$ cat src/rtl/branch_resolve_unit.sv
// branch_resolve_unit
//   Holds the prediction records issued by fetch in a small FIFO. When EX
//   resolves a branch or jump, it compares the actual outcome with the
//   record at the head, trains the predictor, and on a mispredict
//   redirects fetch and flushes the younger stages.
//
// Ports
//   clk_i, rst_ni                 clock, asynchronous active-low reset
//   pred_valid_i/pc/taken/target  prediction record from fetch
//   pred_ready_o                  record accepted (FIFO not full, combinational)
//   ex_valid_i, ex_jump_i,
//   ex_jalr_i, ex_funct3_i        EX holds a branch/jump and its kind
//   rs1_i, rs2_i, imm_i           EX operands
//   upd_*_o                       predictor training packet (registered)
//   redirect_o, redirect_pc_o,
//   flush_o                       fetch redirect and younger-stage flush
//   branch_cnt_o, mispred_cnt_o   saturating statistics counters
//   fifo_err_o                    EX resolved with no record queued
module branch_resolve_unit #(
    parameter int unsigned DEPTH = 4,
    parameter int unsigned CNT_W = 16
) (
    input  logic             clk_i,
    input  logic             rst_ni,
    input  logic             pred_valid_i,
    input  logic [31:0]      pred_pc_i,
    input  logic             pred_taken_i,
    input  logic [31:0]      pred_target_i,
    output logic             pred_ready_o,
    input  logic             ex_valid_i,
    input  logic             ex_jump_i,
    input  logic             ex_jalr_i,
    input  logic [2:0]       ex_funct3_i,
    input  logic [31:0]      rs1_i,
    input  logic [31:0]      rs2_i,
    input  logic [31:0]      imm_i,
    output logic             upd_valid_o,
    output logic [31:0]      upd_pc_o,
    output logic             upd_taken_o,
    output logic [31:0]      upd_target_o,
    output logic             redirect_o,
    output logic [31:0]      redirect_pc_o,
    output logic             flush_o,
    output logic [CNT_W-1:0] branch_cnt_o,
    output logic [CNT_W-1:0] mispred_cnt_o,
    output logic             fifo_err_o
);

    localparam int unsigned PTR_W = $clog2(DEPTH);
    localparam logic [PTR_W:0] FULL_CNT = (PTR_W+1)'(DEPTH);

    logic [31:0]      pc_mem     [DEPTH];
    logic             taken_mem  [DEPTH];
    logic [31:0]      target_mem [DEPTH];

    logic [PTR_W-1:0] rd_ptr;
    logic [PTR_W-1:0] wr_ptr;
    logic [PTR_W:0]   count;

    logic             full;
    logic             empty;
    logic             resolve;
    logic             push;
    logic             actual_taken;
    logic [31:0]      target;
    logic             mispred;
    logic [31:0]      head_pc;
    logic             head_taken;
    logic [31:0]      head_target;

    assign full         = (count == FULL_CNT);
    assign empty        = (count == '0);
    assign pred_ready_o = ~full;

    always_comb begin
        head_pc      = pc_mem[rd_ptr];
        head_taken   = taken_mem[rd_ptr];
        head_target  = target_mem[rd_ptr];
        resolve      = ex_valid_i & ~empty;

        actual_taken = 1'b0;
        if (ex_jump_i) begin
            actual_taken = 1'b1;
        end else begin
            case (ex_funct3_i)
                3'b000:  actual_taken = (rs1_i == rs2_i);
                3'b001:  actual_taken = (rs1_i != rs2_i);
                3'b100:  actual_taken = ($signed(rs1_i) <  $signed(rs2_i));
                3'b101:  actual_taken = ($signed(rs1_i) >= $signed(rs2_i));
                3'b110:  actual_taken = (rs1_i <  rs2_i);
                3'b111:  actual_taken = (rs1_i >= rs2_i);
                default: actual_taken = 1'b0;
            endcase
        end

        if (ex_jalr_i) begin
            target = (rs1_i + imm_i) & ~32'h1;
        end else begin
            target = head_pc + imm_i;
        end

        mispred = resolve & ((actual_taken != head_taken) |
                             (actual_taken & (target != head_target)));

        // A full FIFO refuses pushes even when popping; a mispredict drops them.
        push = pred_valid_i & ~full & ~mispred;
    end

    // Record storage needs no reset: occupancy alone decides validity.
    always_ff @(posedge clk_i) begin
        if (push) begin
            pc_mem[wr_ptr]     <= pred_pc_i;
            taken_mem[wr_ptr]  <= pred_taken_i;
            target_mem[wr_ptr] <= pred_target_i;
        end
    end

    always_ff @(posedge clk_i or negedge rst_ni) begin
        if (!rst_ni) begin
            rd_ptr <= '0;
            wr_ptr <= '0;
            count  <= '0;
        end else if (mispred) begin
            rd_ptr <= '0;
            wr_ptr <= '0;
            count  <= '0;
        end else begin
            if (push) begin
                wr_ptr <= wr_ptr + 1'b1;
            end
            if (resolve) begin
                rd_ptr <= rd_ptr + 1'b1;
            end
            case ({push, resolve})
                2'b10:   count <= count + 1'b1;
                2'b01:   count <= count - 1'b1;
                default: count <= count;
            endcase
        end
    end

    always_ff @(posedge clk_i or negedge rst_ni) begin
        if (!rst_ni) begin
            upd_valid_o   <= 1'b0;
            upd_pc_o      <= '0;
            upd_taken_o   <= 1'b0;
            upd_target_o  <= '0;
            redirect_o    <= 1'b0;
            redirect_pc_o <= '0;
            flush_o       <= 1'b0;
            branch_cnt_o  <= '0;
            mispred_cnt_o <= '0;
            fifo_err_o    <= 1'b0;
        end else begin
            upd_valid_o <= resolve;
            redirect_o  <= mispred;
            flush_o     <= mispred;
            fifo_err_o  <= ex_valid_i & empty;
            if (resolve) begin
                upd_pc_o     <= head_pc;
                upd_taken_o  <= actual_taken;
                upd_target_o <= target;
                if (branch_cnt_o != '1) begin
                    branch_cnt_o <= branch_cnt_o + 1'b1;
                end
            end
            if (mispred) begin
                redirect_pc_o <= actual_taken ? target : head_pc + 32'd4;
                if (mispred_cnt_o != '1) begin
                    mispred_cnt_o <= mispred_cnt_o + 1'b1;
                end
            end
        end
    end

endmodule

$ cat config.mk
export PLATFORM = sky130hd
export DESIGN_NAME = branch_resolve_unit
export DESIGN_NICKNAME = d
export VERILOG_FILES = /design/src/rtl/branch_resolve_unit.sv
export SDC_FILE = /design/constraint.sdc
export NUM_CORES = 1
export LEC_CHECK = 0
export CORE_MARGIN = 2
export CORE_UTILIZATION = 50
export CTS_CLUSTER_DIAMETER = 60
export DETAILED_ROUTE_END_ITERATION = 10
export GPL_ROUTABILITY_DRIVEN = 0
export PLACE_DENSITY = 0.77
export SLEW_MARGIN = 20
export SYNTH_ARGS = -nofsm -noshare
export SYNTH_HDL_FRONTEND = slang
export SYNTH_SLANG_ARGS = --single-unit
$ cat constraint.sdc
create_clock -name clk_i -period 14.7 [get_ports clk_i]
set_input_delay 2.94 -clock clk_i [delete_from_list [all_inputs] [get_ports clk_i]]
set_output_delay 2.94 -clock clk_i [all_outputs]
set_load 0.005 [all_outputs]
==> results.cfg, run 1 <==
[layout]
syn2layout_area_growth_pct = 22.3
layout-drive-gt1-share_pct = 9.95
final_cells = 2818
final_util_pct = 61.6
nNetsFinal = 2464

[synth]
yosys-top-cells-count = 262 x nand2_1, 260 x edfxtp_1, 139 x dfrtp_1, 130 x a21oi_1, 109 x nor2_1
synth_ff_type = edfxtp_1
synth.cell_area_um2 = 22200
synth_top_cell_area_share_pct = 35.2
syn_nets = 2193
synth_edf_count = 260
synth_cell_types = 90
async_flop_share_pct = 34.8
synth_warnings = 0
avgSynthCellArea_um2 = 11.6
synth-seq-area-share_pct = 50.8
synth_area_leader_cell = edfxtp_1
synth_area_leaders = edfxtp_1 35%, dfrtp_1 16%, mux4_2 6.5%, ha_1 5.6%, nand2_1 4.4%
synth-seq-cells = 399
syn_inst = 1920
synthMostInstantiatedCell = nand2_1

[cts]
cts_max_level = 2
clkSinkCount = 399
cts_root_buf = clkbuf_16
clock_latency_ns = 0.54
cts_tree = done
cts_buffers = 38
clockBufferDepth = 3
cts_resized = 0
cts.clk_slew.worst_paths_ns = 0.06
cts_hold_buf = 0
postCtsSetupRepairBufs = 0

[sta]
max_freq_mhz = 112
fin_crit_ns = 8.91
setup_slack_ns = 5.79
fin_crit_sh_pct = 60.6
rsz0062_at_grt = no
skew_ns = 0.0188
max_slew_margin_pct = 32.0
finalHoldViolations = 0
worst_pin_slew_ns = 1.02
drv_slew = 0
finalSetupTns_ns = 0
setup_viol = 0

[power]
p_comb_share_pct = 48.6
p_seq_share_pct = 31.4
clkPwrFrac_pct = 20.0
p_per_area_nw_per_um2 = 197
vdd_drop_max_uv = 122
cellLeakagePower_nw = 10.4
power.switching_mw = 2.08
switching_share_pct = 38.9
internal_power_mw = 3.27

[critical_path]
cp.arrival_ns = 9.06
critPathMostFrequentCell = buf_4
r2r_cells = 17
cp_max_fo = 65
r2r_slack_ns = 6.86
cp-start-kind = input pin
critPathTopFamily = simple AND/OR/NAND/NOR gates
crit_path_max_incr_delay_ns = 0.76
worstPathRequired_ns = 14.85
path_cells = clkdlybuf4s50_1 -> inv_1 -> ha_1 -> nand4_1 -> nor4_1 -> a21boi_0 -> o21a_1 -> o221a_1 -> nor3_4 -> buf_4 -> nand3b_1 -> a2111o_1 -> nor4_4 -> nand4b_4 -> nor2b_4 -> buf_4 -> nor3b_2 -> buf_4
crit_type = input pin to flop
endpoint_kind = flop
timing.rr.end = pc_mem[2][31]
cpMaxStageDelayCell = buf_4
critical_path_buf_inv_count = 5
rr_startpoint = rd_ptr[0]

[floorplan]
die-area_um2 = 46100
die_x_um = 215
fp-row-count = 77
ios = 304
core_um2 = 44000
fp.dieH_um = 215
initial_core_util_pct = 50.4

[drt]
drtIter0Drc = 1795
postRouteAntennaNets = 0
post-route-drc-count = 0
vias_per_cell = 6.14
wl_per_cell_um = 23.7
vias = 17300
firstDrtPassIters = 5
drt-total-wl_um = 66900

[global_routing]
grt.overflow.total = 0
grt_first_pass_wirelength_um = 101000
first_global_vias = 17200
grt_max_degree = 98
grt_antenna_before_repair = 6
grt_util_all_layers_pct = 28.6

[hold_path]
hold_depth = 2
min_to = upd_pc_o[25]
hold_start = upd_pc_o[25]
hp-class = flop to flop

[placed_design]
dpl.hpwl_um = 48700
dp_slack_ns = 5.33
dp.cells = 2743
io_buffers = 303

[outcome]
status = complete, no violations

[run]
max_cap_violations = 0
==> flip-flops by register name, indices dropped and copies added (netlist names) <==
signal	cells
branch_cnt_o	16
count	3
fifo_err_o	1
flush_o	1
mispred_cnt_o	16
pc_mem	128
rd_ptr	2
redirect_pc_o	32
taken_mem	4
target_mem	128
upd_pc_o	32
upd_taken_o	1
upd_target_o	32
upd_valid_o	1
wr_ptr	2
==> metal layers <==
layer	GRT usage [%]	vias to the layer above	wire length (µm)
met5	0	-	13
met4	10.7	2	2450
met3	5.04	140	5990
met2	47.3	883	32200
met1	37.8	8533	26200
li1	-	7744	-
==> logic make-up (layout without fill, tap and decap cells) <==
family	Yosys count	count (layout)	share of synthesized area [%]
flops	399	399	50.8
xor+xnor	125	125	5.19
simple gates	624	624	13.6
fa+ha+maj	103	103	5.91
buf+inv	147	448	2.77
other cells	0	5	0
mux	135	135	10.4
compound gates	387	387	11.3
==> worst reg2reg max path: stages, from the launching register on <==
cell,delay [ns]
dfrtp_4,0.82
buf_4,0.73
mux4_2,0.74
ha_1,0.43
a21oi_1,0.27
o21ai_1,0.17
a21oi_1,0.32
nand3_2,0.19
nor4b_1,0.57
nor4_4,0.15
nand3b_1,0.19
a2111o_1,0.46
nor4_4,0.31
nand4b_4,0.32
nor2b_4,0.32
buf_4,0.36
nor3b_2,0.25
buf_4,0.76
==> power by group through the flow <==
stage / Sequential, mW / Combinational [mW] / Clock [mW]
global route: 1.71 / 2.77 / 1.13
floorplan: 1.65 / 1.60 / 0
detailed placement: 1.69 / 2.53 / 0
CTS: 1.68 / 2.56 / 1.08
global placement: 1.68 / 2.49 / 0
finish: 1.68 / 2.60 / 1.07
==> stage by stage <==
stage | area [µm²] | hold slack, ns | power, mW
finish | 27100 | 0.477 | 5.35
global route | 27100 | 0.504 | 5.61
CTS | 27100 | 0.481 | 5.32
detailed placement | 25700 | 0.463 | 4.23
global placement | 25700 | 0.462 | 4.17
floorplan | 22200 | 0.470 | 3.26
==> how the worst max path moves through the flow <==
stage,from,end,cells after the start
2_1_floorplan,imm_i[0],pc_mem[0][0],16
3_3_place_gp,imm_i[0],pc_mem[0][4],17
3_5_place_dp,rs1_i[31],target_mem[3][11],17
4_1_cts,rs1_i[31],pc_mem[1][25],17
5_1_grt,imm_i[0],target_mem[2][13],17
6_report,rs1_i[0],pc_mem[2][31],18
==> placed cells by master, fill, tap and decap left out, types with 7 or more instances in the layout <==
master | netlist | layout
a211o_1 | 10 | 10
a211oi_1 | 13 | 13
a21o_1 | 15 | 15
a21oi_1 | 130 | 130
a31oi_1 | 12 | 12
and2_1 | 14 | 14
and3_1 | 28 | 28
buf_4 | 4 | 15
bufinv_16 | 0 | 7
clkbuf_16 | 0 | 41
clkdlybuf4s50_1 | 0 | 301
dfrtp_1 | 139 | 137
edfxtp_1 | 260 | 260
ha_1 | 100 | 100
inv_1 | 60 | 59
mux2_2 | 8 | 8
mux2_4 | 30 | 30
mux2i_1 | 31 | 31
mux4_2 | 64 | 64
nand2_1 | 262 | 262
nand2b_1 | 11 | 11
nand3_1 | 54 | 54
nand3b_1 | 9 | 9
nand4_1 | 40 | 40
nor2_1 | 109 | 109
nor3_1 | 27 | 27
nor4_1 | 15 | 15
o2111ai_1 | 7 | 7
o211ai_1 | 13 | 13
o21a_1 | 23 | 23
o21ai_0 | 80 | 80
o21ai_1 | 12 | 11
or3_1 | 9 | 9
xnor2_1 | 69 | 69
xor2_1 | 52 | 52
==> area by class of cell <==
type	count	area, µm²
fill	3332	16900
sequential	399	11300
multi-input combinational	1374	10300
timing repair buffer	318	3140
clock buffer	43	1030
tap	592	741
clock inverter	27	363
inverter	60	225
antenna	5	12.5
Power figures use the tool's default switching activity.
==> run 2: changes to the inputs <==
Settings changed: PLACE_DENSITY 0.77 to 0.8.
Clock period 14.7 ns to 8.08 ns, I/O delays scaled along.
==> run 2 against run 1 <==
Count of clock-buffer cells in the layout up 1. Setup slack worse by 4.6 ns. Sequential power up 85%. Total power up 82%. Final area up 0.23%. Flip-flop and latch count unchanged. Global-route usage up 1.0 points. Critical path type is now flop to flop.
==> results.cfg, run 2 (synthesis gave the netlist of run 1 again) <==
[floorplan]
fp.dieH_um = 215
fp-row-count = 77
die_x_um = 215
ios = 304
initial_core_util_pct = 50.4
core_um2 = 44000
die-area_um2 = 46100

[placed_design]
io_buffers = 303
dp_slack_ns = 0.910
dpl.hpwl_um = 50000

[critical_path]
crit_type = flop to flop
path_cells = buf_4 -> mux4_2 -> ha_1 -> a21oi_1 -> o21ai_0 -> a21oi_1 -> o21ai_0 -> and3_1 -> a221oi_1 -> nor3_1 -> a2111oi_0 -> and3_1 -> nand4b_4 -> nor2b_4 -> buf_4 -> nor3b_4 -> buf_12
r2r_cells = 17
r2r_slack_ns = 1.21
cpMaxStageDelayCell = dfrtp_4
crit_path_max_incr_delay_ns = 0.91
cp_max_fo = 65
endpoint_kind = flop
worstPathRequired_ns = 8.28
cp.arrival_ns = 7.06
cp-start-kind = flop

[power]
vdd_drop_max_uv = 204
p_comb_share_pct = 48.8
p_seq_share_pct = 31.8
power.switching_mw = 3.84
internal_power_mw = 5.91
p_per_area_nw_per_um2 = 358
switching_share_pct = 39.4
clkPwrFrac_pct = 19.4
power.total_mw = 9.75
cellLeakagePower_nw = 10.4

[global_routing]
grt_util_all_layers_pct = 29.6
grt_antenna_before_repair = 6
grtUsageMet3_pct = 6.11
grt.overflow.total = 0
grt-busiest-layer = met2
first_global_vias = 17700
grt_use_met2_pct = 48.3
grt_use_met1_pct = 38.0
grt_first_pass_wirelength_um = 105000
grt_max_degree = 100

[drt]
vias_per_cell = 6.25
postRouteAntennaNets = 0
drt-total-wl_um = 69200
drtIter0Drc = 2031
vias = 17700
post-route-drc-count = 0
firstDrtPassIters = 6
wl_per_cell_um = 24.5

[sta]
max_freq_mhz = 146
max_slew_margin_pct = 31.5
fin_crit_sh_pct = 85.0
finalHoldViolations = 0
fin_crit_ns = 6.87
setup_slack_ns = 1.21
skew_ns = 0.0293
worst_pin_slew_ns = 1.03
rsz0062_at_grt = no
setup_viol = 0
drv_slew = 0

[cts]
clkSinkCount = 399
cts_root_buf = clkbuf_16
clockBufferDepth = 3
cts_hold_buf = 0
cts.clk_slew.worst_paths_ns = 0.06
cts_max_level = 2
cts_resized = 0
clock_latency_ns = 0.56
postCtsSetupRepairBufs = 0
cts_buffers = 38
cts_tree = done

[layout]
largest_registers = pc_mem (128), target_mem (128)
syn2layout_area_growth_pct = 22.6
final_cell_mix = 301 x clkdlybuf4s50_1, 262 x nand2_1, 260 x edfxtp_1
final_util_pct = 61.8
layout_commonest_cell = clkdlybuf4s50_1
nNetsFinal = 2471
layout-drive-gt1-share_pct = 9.92

[run]
max_cap_violations = 0

[outcome]
status = complete, no violations

[hold_path]
hp-class = flop to flop
hold_depth = 2
## run 2: critical path: cells and delay by family, from the launching register on
family / cells / cell delay (ns)
AND/OR/NAND/NOR: 6 / 1.23
AO/OA/AOI/OAI: 6 / 1.91
flip-flops: 1 / 0.91
adder cells (fa/ha/maj): 1 / 0.46
multiplexers: 1 / 0.66
buffers and inverters: 3 / 1.26
## run 2: power by group through the flow
stage / combinational, mW / clock, mW / sequential (mW)
final: 4.75 / 1.89 / 3.10
after global routing: 5.07 / 1.99 / 3.15
after CTS: 4.66 / 1.91 / 3.10
after detailed placement: 4.61 / 0 / 3.11
after global placement: 4.52 / 0 / 3.09
after floorplan: 2.92 / 0 / 2.99
## run 2: per-stage QoR
step,area [µm²],std cells,hold WS [ns],TNS [ns]
after floorplan,22200,1920,0.470,-210.72
after global placement,25900,2750,0.464,0
after detailed placement,25900,2750,0.463,0
after CTS,27200,2820,0.485,0
after global routing,27200,2825,0.505,0
final,27200,2825,0.476,0
## run 2: worst paths after layout
kind / from / endpoint
hold / removal: upd_target_o[13] / upd_target_o[13]
min in group asynchronous: rst_ni / branch_cnt_o[8]
max in group asynchronous: rst_ni / rd_ptr[1]
hold reg to reg: upd_target_o[13] / upd_target_o[13]
setup reg to reg: rd_ptr[0] / pc_mem[1][5]
setup / recovery: rd_ptr[0] / pc_mem[1][5]
## run 2: area by class of cell
| class | instances | area [µm²] |
|---|---|---|
| fillers | 3289 | 16800 |
| repair buffers | 325 | 3240 |
| inverters | 60 | 225 |
| diodes | 5 | 12.5 |
| well taps | 592 | 741 |
| clock inverters | 26 | 317 |
| multi-input cells | 1374 | 10400 |
| clock buffers | 44 | 1010 |
| flip-flops and latches | 399 | 11300 |
## run 2: layer usage
metal | vias to the layer above | share of wire [%]
li1 | 7741 | -
met1 | 8584 | 37
met2 | 1130 | 47
met3 | 203 | 10
met4 | 0 | 5.1
met5 | - | 0
